## config.mk

```make
export PLATFORM = sky130hd
export DESIGN_NAME = alu_resp_packetizer
export DESIGN_NICKNAME = d
export VERILOG_FILES = /design/src/rtl/alu_resp_packetizer.sv
export SDC_FILE = /design/constraint.sdc
export NUM_CORES = 1
export LEC_CHECK = 0
export ABC_AREA = 1
export BUFFER_PORTS_ARGS = -buffer_cell sky130_fd_sc_hd__buf_2
export CORE_UTILIZATION = 45
export DETAILED_ROUTE_END_ITERATION = 10
export PLACE_DENSITY = 0.7
export REMOVE_ABC_BUFFERS = 1
export SLEW_MARGIN = 20
export SYNTH_ARGS = -nofsm -noshare
export SYNTH_HDL_FRONTEND = slang
export SYNTH_SLANG_ARGS = --single-unit
```

## constraint.sdc

```tcl
create_clock -name clk -period 4.3 [get_ports clk]
set_input_delay 0.645 -clock clk [delete_from_list [all_inputs] [get_ports clk]]
set_output_delay 0.645 -clock clk [all_outputs]
set_load 0.01 [all_outputs]
```

## src/rtl/alu_resp_packetizer.sv

```systemverilog
// Frames a completed ALU result as a byte stream: opcode, reserved, 16-bit LEN,
// then the result bytes LSB first, with AXI-Stream style valid/ready handshaking.
module alu_resp_packetizer #(
    parameter int RESULT_BYTES_P = 4,
    parameter int DATA_WIDTH_P   = 8
) (
    input  logic                                   clk,
    input  logic                                   rst,
    input  logic [DATA_WIDTH_P-1:0]                opcode_i,
    input  logic [DATA_WIDTH_P*RESULT_BYTES_P-1:0] result_i,
    input  logic                                   valid_i,
    output logic                                   ready_o,
    output logic [DATA_WIDTH_P-1:0]                m_axis_tdata,
    output logic                                   m_axis_tvalid,
    input  logic                                   m_axis_tready,
    output logic                                   busy_o,
    output logic                                   pkt_done_o
);

    localparam logic [15:0] LEN_C      = 16'(4 + RESULT_BYTES_P);
    localparam logic [2:0]  LAST_IDX_C = 3'(RESULT_BYTES_P - 1);

    typedef enum logic [1:0] {
        ST_IDLE,
        ST_HDR,
        ST_PAYLOAD
    } state_t;

    state_t                                 state_reg, state_next;
    logic [2:0]                             idx_reg, idx_next;
    logic [DATA_WIDTH_P-1:0]                opcode_reg, opcode_next;
    logic [DATA_WIDTH_P*RESULT_BYTES_P-1:0] result_reg, result_next;
    logic                                   pkt_done_reg, pkt_done_next;

    // Result bytes padded out to 8 entries so the 3-bit index always selects a real slot.
    logic [DATA_WIDTH_P-1:0] res_bytes [8];
    logic [DATA_WIDTH_P-1:0] hdr_byte;

    generate
        for (genvar gi = 0; gi < 8; gi++) begin : g_res_bytes
            if (gi < RESULT_BYTES_P) begin : g_used
                assign res_bytes[gi] = result_reg[gi*DATA_WIDTH_P +: DATA_WIDTH_P];
            end else begin : g_pad
                assign res_bytes[gi] = '0;
            end
        end
    endgenerate

    always_comb begin
        case (idx_reg[1:0])
            2'd0:    hdr_byte = opcode_reg;
            2'd1:    hdr_byte = '0;
            2'd2:    hdr_byte = LEN_C[7:0];
            default: hdr_byte = LEN_C[15:8];
        endcase
    end

    always_ff @(posedge clk) begin
        if (rst) begin
            state_reg    <= ST_IDLE;
            idx_reg      <= '0;
            opcode_reg   <= '0;
            result_reg   <= '0;
            pkt_done_reg <= 1'b0;
        end else begin
            state_reg    <= state_next;
            idx_reg      <= idx_next;
            opcode_reg   <= opcode_next;
            result_reg   <= result_next;
            pkt_done_reg <= pkt_done_next;
        end
    end

    // The index restarts at 0 for the payload, so it never needs more than 3 bits.
    always_comb begin
        state_next    = state_reg;
        idx_next      = idx_reg;
        opcode_next   = opcode_reg;
        result_next   = result_reg;
        pkt_done_next = 1'b0;
        m_axis_tvalid = 1'b0;
        m_axis_tdata  = '0;
        ready_o       = 1'b0;

        case (state_reg)
            ST_IDLE: begin
                ready_o = 1'b1;
                if (valid_i) begin
                    state_next  = ST_HDR;
                    idx_next    = '0;
                    opcode_next = opcode_i;
                    result_next = result_i;
                end
            end
            ST_HDR: begin
                m_axis_tvalid = 1'b1;
                m_axis_tdata  = hdr_byte;
                if (m_axis_tready) begin
                    if (idx_reg == 3'd3) begin
                        state_next = ST_PAYLOAD;
                        idx_next   = '0;
                    end else begin
                        idx_next = idx_reg + 3'd1;
                    end
                end
            end
            ST_PAYLOAD: begin
                m_axis_tvalid = 1'b1;
                m_axis_tdata  = res_bytes[idx_reg];
                if (m_axis_tready) begin
                    if (idx_reg == LAST_IDX_C) begin
                        state_next    = ST_IDLE;
                        idx_next      = '0;
                        pkt_done_next = 1'b1;
                    end else begin
                        idx_next = idx_reg + 3'd1;
                    end
                end
            end
            default: begin
                state_next = ST_IDLE;
                idx_next   = '0;
            end
        endcase
    end

    assign busy_o     = ~ready_o;
    assign pkt_done_o = pkt_done_reg;

endmodule

```

* Word-level counts from Yosys, hierarchy flattened
Cells that the tools add are included.
Operators by class: reduce and logical (&&, ||, !) cells 7, equality and inequality tests 10, bitwise gates (word level) 4, magnitude comparators 1, multiplexer cells 18, $add $sub $neg 1
Operator list (number):
- 8-bit case mux with 2 select lines | 2
- 8-bit binary-select mux with 3-bit select | 1
- 8-bit two-way mux | 2
- 2-bit two-way mux | 5
- 2-bit != test (second input constant) | 5
- 3-bit two-way mux | 3
- 2-bit case mux with 3 select lines | 1
- 3-bit case mux with 2 select lines | 1
- 5-bit AND reduction | 1
- 2-bit equality test (second input constant) | 2
- 4-bit greater-or-equal comparator (second input constant) | 1
- 2-bit logical NOT | 2
- 3-bit NOT with 4-bit output | 1
- 2-bit AND reduction | 2
- 3-bit by 1-bit adder with 3-bit output (second input constant) | 1
- 3-bit by 2-bit equality test with 1-bit output (second input constant) | 1
- 1-bit two-way mux | 3
- 1-bit NOT | 3
- 3-bit OR reduction | 1
- 2-bit by 1-bit equality test with 1-bit output (second input constant) | 1
- 2-bit by 1-bit != test with 1-bit output (second input constant) | 1
- 2-bit OR reduction | 1
Word-level totals: register bits after elaboration 46, bits of input ports 44

* Logic depth before layout (Yosys ltp)
depth in word-level cells 5, depth in mapped cells 8, depth with buffers taken out 8

* Worst setup path before layout
OpenSTA, ideal clock, no wires.
kind reg-to-output, start register idx_reg[0], end output m_axis_tdata[3], buffers on the path 2, setup slack 2419 ps, cell stages (with the launch flop) 9, arrival 1236 ps, data required time 3655 ps, path through dfxtp_1 > buf_6 > inv_4 > buf_6 > ha_1 > nand2_1 > inv_1 > a22oi_1 > a21oi_2
On the way: longest elaborated chain between the ends 5
RTL lines:
- from (decl) | RTL line 30 | logic [2:0] idx_reg, idx_next;
- from (signal assigned) | RTL line 67 | idx_reg <= idx_next;
- 3-bit NOT with 4-bit output (not written as such) | RTL line 109 | m_axis_tdata = res_bytes[idx_reg];
- 8-bit binary-select mux with 3-bit select | RTL line 109
- 8-bit two-way mux (not written as such) (2 in series) | RTL line 109
- 8-bit case mux with 2 select lines * | RTL line 85 | case (state_reg)
- to (decl) | RTL line 13 | output logic [DATA_WIDTH_P-1:0] m_axis_tdata,
Mark *: on every way between the ends. The rest lies on a longest branch, timed or not. The select of a mux whose other input is x is not followed.

* Worst setup path in the final report
Ends and elaborated chain as after synthesis.

==> metrics <==
leakage power figure=around 1.2 nW; number of nets in the final layout=a little over 400; largest fanout of any net on the critical path=20; Worst Hold Class=register to register; Port Buffers=55; cell row count=24; number of clock sinks seen by CTS=46; First-pass DRT Iterations=4; Clock Tree Buf Depth=2; Met3 Wirelength=236 um; number of enable flip-flop cells after synthesis=0; post-synth top area cell=sky130_fd_sc_hd__dfxtp_1; worst setup skew after layout=~0.0053 ns; synth unique cells=18; summed negative setup slack over all endpoints=0 ns; cells along the critical path=inv_4 > ha_1 > nand2_1 > inv_1 > a22oi_1 > a21oi_2 > buf_2; share of cell area taken by muxes after synthesis=0%; flop2flop setup slack=~2.4 ns; Yosys Warn Count=0; launch instance of the worst register-to-register path=state_reg[1]; arithmetic-cell share of the synthesized area counting full adders, half adders and majority gates=between 4 and 5%; share of layout cells above drive strength 1=between 20% and 30%; htree depth=2; width of the chip=71.6 um; Worst setup endpoint=m_axis_tdata[3]; Antenna Violating Nets Remaining=0; area of the core=4500 um^2; setup bufs post-CTS=0; detail-routed via count per cell=4.92; via count of the first global-routing pass=approximately 1,800; TritonCTS clock tree=built; power per cell area=604 nW/um^2; critical path required time=~3.7 ns; main combinational cell family by area after synthesis=compound AO/OA/AOI/OAI gates; Avg Inst Size Synth=6.97 um^2; met1 WL=between 2 and 2.5 mm; number of cell instances on the worst register-to-register path=8; Crit. Startpoint=idx_reg[0]; multi-input gate area in the final layout=995 um^2; commonest non-fill, non-tap cell in the layout=sky130_fd_sc_hd__nand2_1; pin count of the biggest net entering global routing=59; Max Slew Vio Count=0; grt total ovfl=0; Peak Freq=around 350 MHz; antenna violations before repair=0; unrepaired setup endpoints after global routing=no; cell at the root of the clock tree=sky130_fd_sc_hd__clkbuf_8; Async S/R FF share, synth=0%; detailed route wirelength on metal2=2.06 mm; uppermost layer routed=met4; Total Die Area=~5000 um^2; CP delay by family, top=flip-flops; instance count of the mapped netlist=~310; fin util=about 56%; Arrival @ worst endpoint=2.23 ns; area share of the leading cell type in the synthesized netlist=around 42%; Antenna Diode Count=0; slew at the pin closest to its max-slew limit=0.956 ns; compound-cell area share of the yosys netlist=a little over a fifth; crit path max-delay cell type=sky130_fd_sc_hd__dfxtp_1; number of buffers inserted during clock tree synthesis=5; hpwl dp=around 3.2 mm; dominant cells by area after synthesis=sky130_fd_sc_hd__dfxtp_1 (42%), sky130_fd_sc_hd__nand2_1 (11%), sky130_fd_sc_hd__o21ai_0 (9.9%); Synth Register Bits=46; via count=around 2,000; relative slew slack=a little over a third; main flop type after synthesis=sky130_fd_sc_hd__dfxtp_1; post-synthesis simple-gate area fraction=between 15 and 20%; Worst setup EP type=primary output; hold-fix buffers at CTS=0; Final Routed Wirelength=~4.6 mm; cell area after synthesis=roughly 2200 um^2; total of cells resized after clock tree synthesis=0; number of violations of the max-capacitance limit=0; insertion delay to the later sink of the worst-skew pair=around 0.30 ns; height of the chip=approximately 72 um; sequential-to-total area share from yosys stat=a little over two fifths; wire length of the first global-routing pass=~7.9 mm; Levels on crit path=7; CP peak stage delay=about 0.79 ns; buffering stage count on the worst path with inverters included=3; final critical path time including I/O delays and setup=between 2 and 3 ns; critical path type=register to primary output; final worst path period share=about two thirds; post-synthesis xor/xnor area fraction=0%; post-CTS clock slew at the launch and capture registers of the worst setup and hold paths=0.08 ns; Ports=56; area of all sequential standard cells=a little over 900 um^2; top library cells by usage in the layout, fill and taps aside=sky130_fd_sc_hd__nand2_1 (65), sky130_fd_sc_hd__buf_2 (55), sky130_fd_sc_hd__dfxtp_1 (46); number of hold-slack violations in the final timing report=0; peak ir drop on the vdd network=213 uV; area growth from synthesis to final layout=16.3%; 1st-iter DRT viols=112; number of remaining DRC errors=0; combined global-route utilization of all metal layers=between 10% and 20%; Power, Total=1.53 mW; initial standard-cell utilization of the core=approximately half; final weighted congestion in routability-driven placement=0.772; post-detailed-route wirelength per cell=11.2 um; Crit Reg-Reg Endpoint=idx_reg[2]; Filler cells=roughly 450; status=finished, final reports clean; setup violation total in the final timing report=0; startpoint types=register; Min-Delay Startpoint=result_reg[29]; max reg flops=32
## power by group
group | leakage, nW | switching [mW] | internal (mW) | total, mW
sequential | 0.380 | 0.0667 | 0.535 | 0.602
clock | 0.0482 | 0.139 | 0.130 | 0.268
combinational | 0.788 | 0.438 | 0.223 | 0.661
total | 1.22 | 0.644 | 0.888 | 1.53
## through the flow
stage | instances | setup WS, ns | cell area, um^2 | hold slack, ns
CTS | 413 | 1.39 | 2540 | 0.458
detailed placement | 405 | 1.74 | 2450 | 0.445
floorplan | 297 | 2.23 | 2100 | 0.431
finish | 413 | 1.42 | 2540 | 0.457
global placement | 405 | 1.78 | 2450 | 0.441
global route | 413 | 1.21 | 2540 | 0.475
## cells by family (layout without fill, tap and decap cells)
family	Yosys count	in the layout
flops	46	46
buf+inv	64	112
compound gates	88	88
fa+ha+maj	7	7
simple gates	108	108
## how the worst min path moves through the flow
stage	depth (start not counted)	to	slack, ns
2_1_floorplan	2	result_reg[10]	0.43
3_3_place_gp	2	result_reg[21]	0.44
3_5_place_dp	2	result_reg[21]	0.45
4_1_cts	2	result_reg[21]	0.46
5_1_grt	2	result_reg[24]	0.48
6_report	2	result_reg[29]	0.46
## routing by layer
metal,vias up,GRT usage (%)
met1,884,25.6
li1,1086,-
met3,6,4.92
met4,0,7.84
met5,-,0
met2,54,32.2
## cells in the mapped netlist (2+ instances only)
cell	n
sky130_fd_sc_hd__nor3_1	2
sky130_fd_sc_hd__nor2_1	21
sky130_fd_sc_hd__a21oi_1	36
sky130_fd_sc_hd__clkbuf_1	9
sky130_fd_sc_hd__o21ai_0	43
sky130_fd_sc_hd__inv_1	46
sky130_fd_sc_hd__nand3_1	19
sky130_fd_sc_hd__buf_2	4
sky130_fd_sc_hd__a21oi_2	8
sky130_fd_sc_hd__nand2_1	65
sky130_fd_sc_hd__ha_1	7
sky130_fd_sc_hd__buf_6	2
sky130_fd_sc_hd__dfxtp_1	46
## tightest hold or removal path, stage by stage (launching register included)
cell	delay (ns)
sky130_fd_sc_hd__dfxtp_1	0.30
sky130_fd_sc_hd__inv_1	0.06
sky130_fd_sc_hd__a21oi_1	0.05
## layout make-up
type	count	share of cell area (%)
clock buffers	7	3.40
clock inverters	1	0.197
inverters	48	7.20
multi-input cells	203	39.2
flip-flops and latches	46	36.3
well taps	52	2.56
repair buffers	56	11.1
Power figures use the tool's default switching activity.
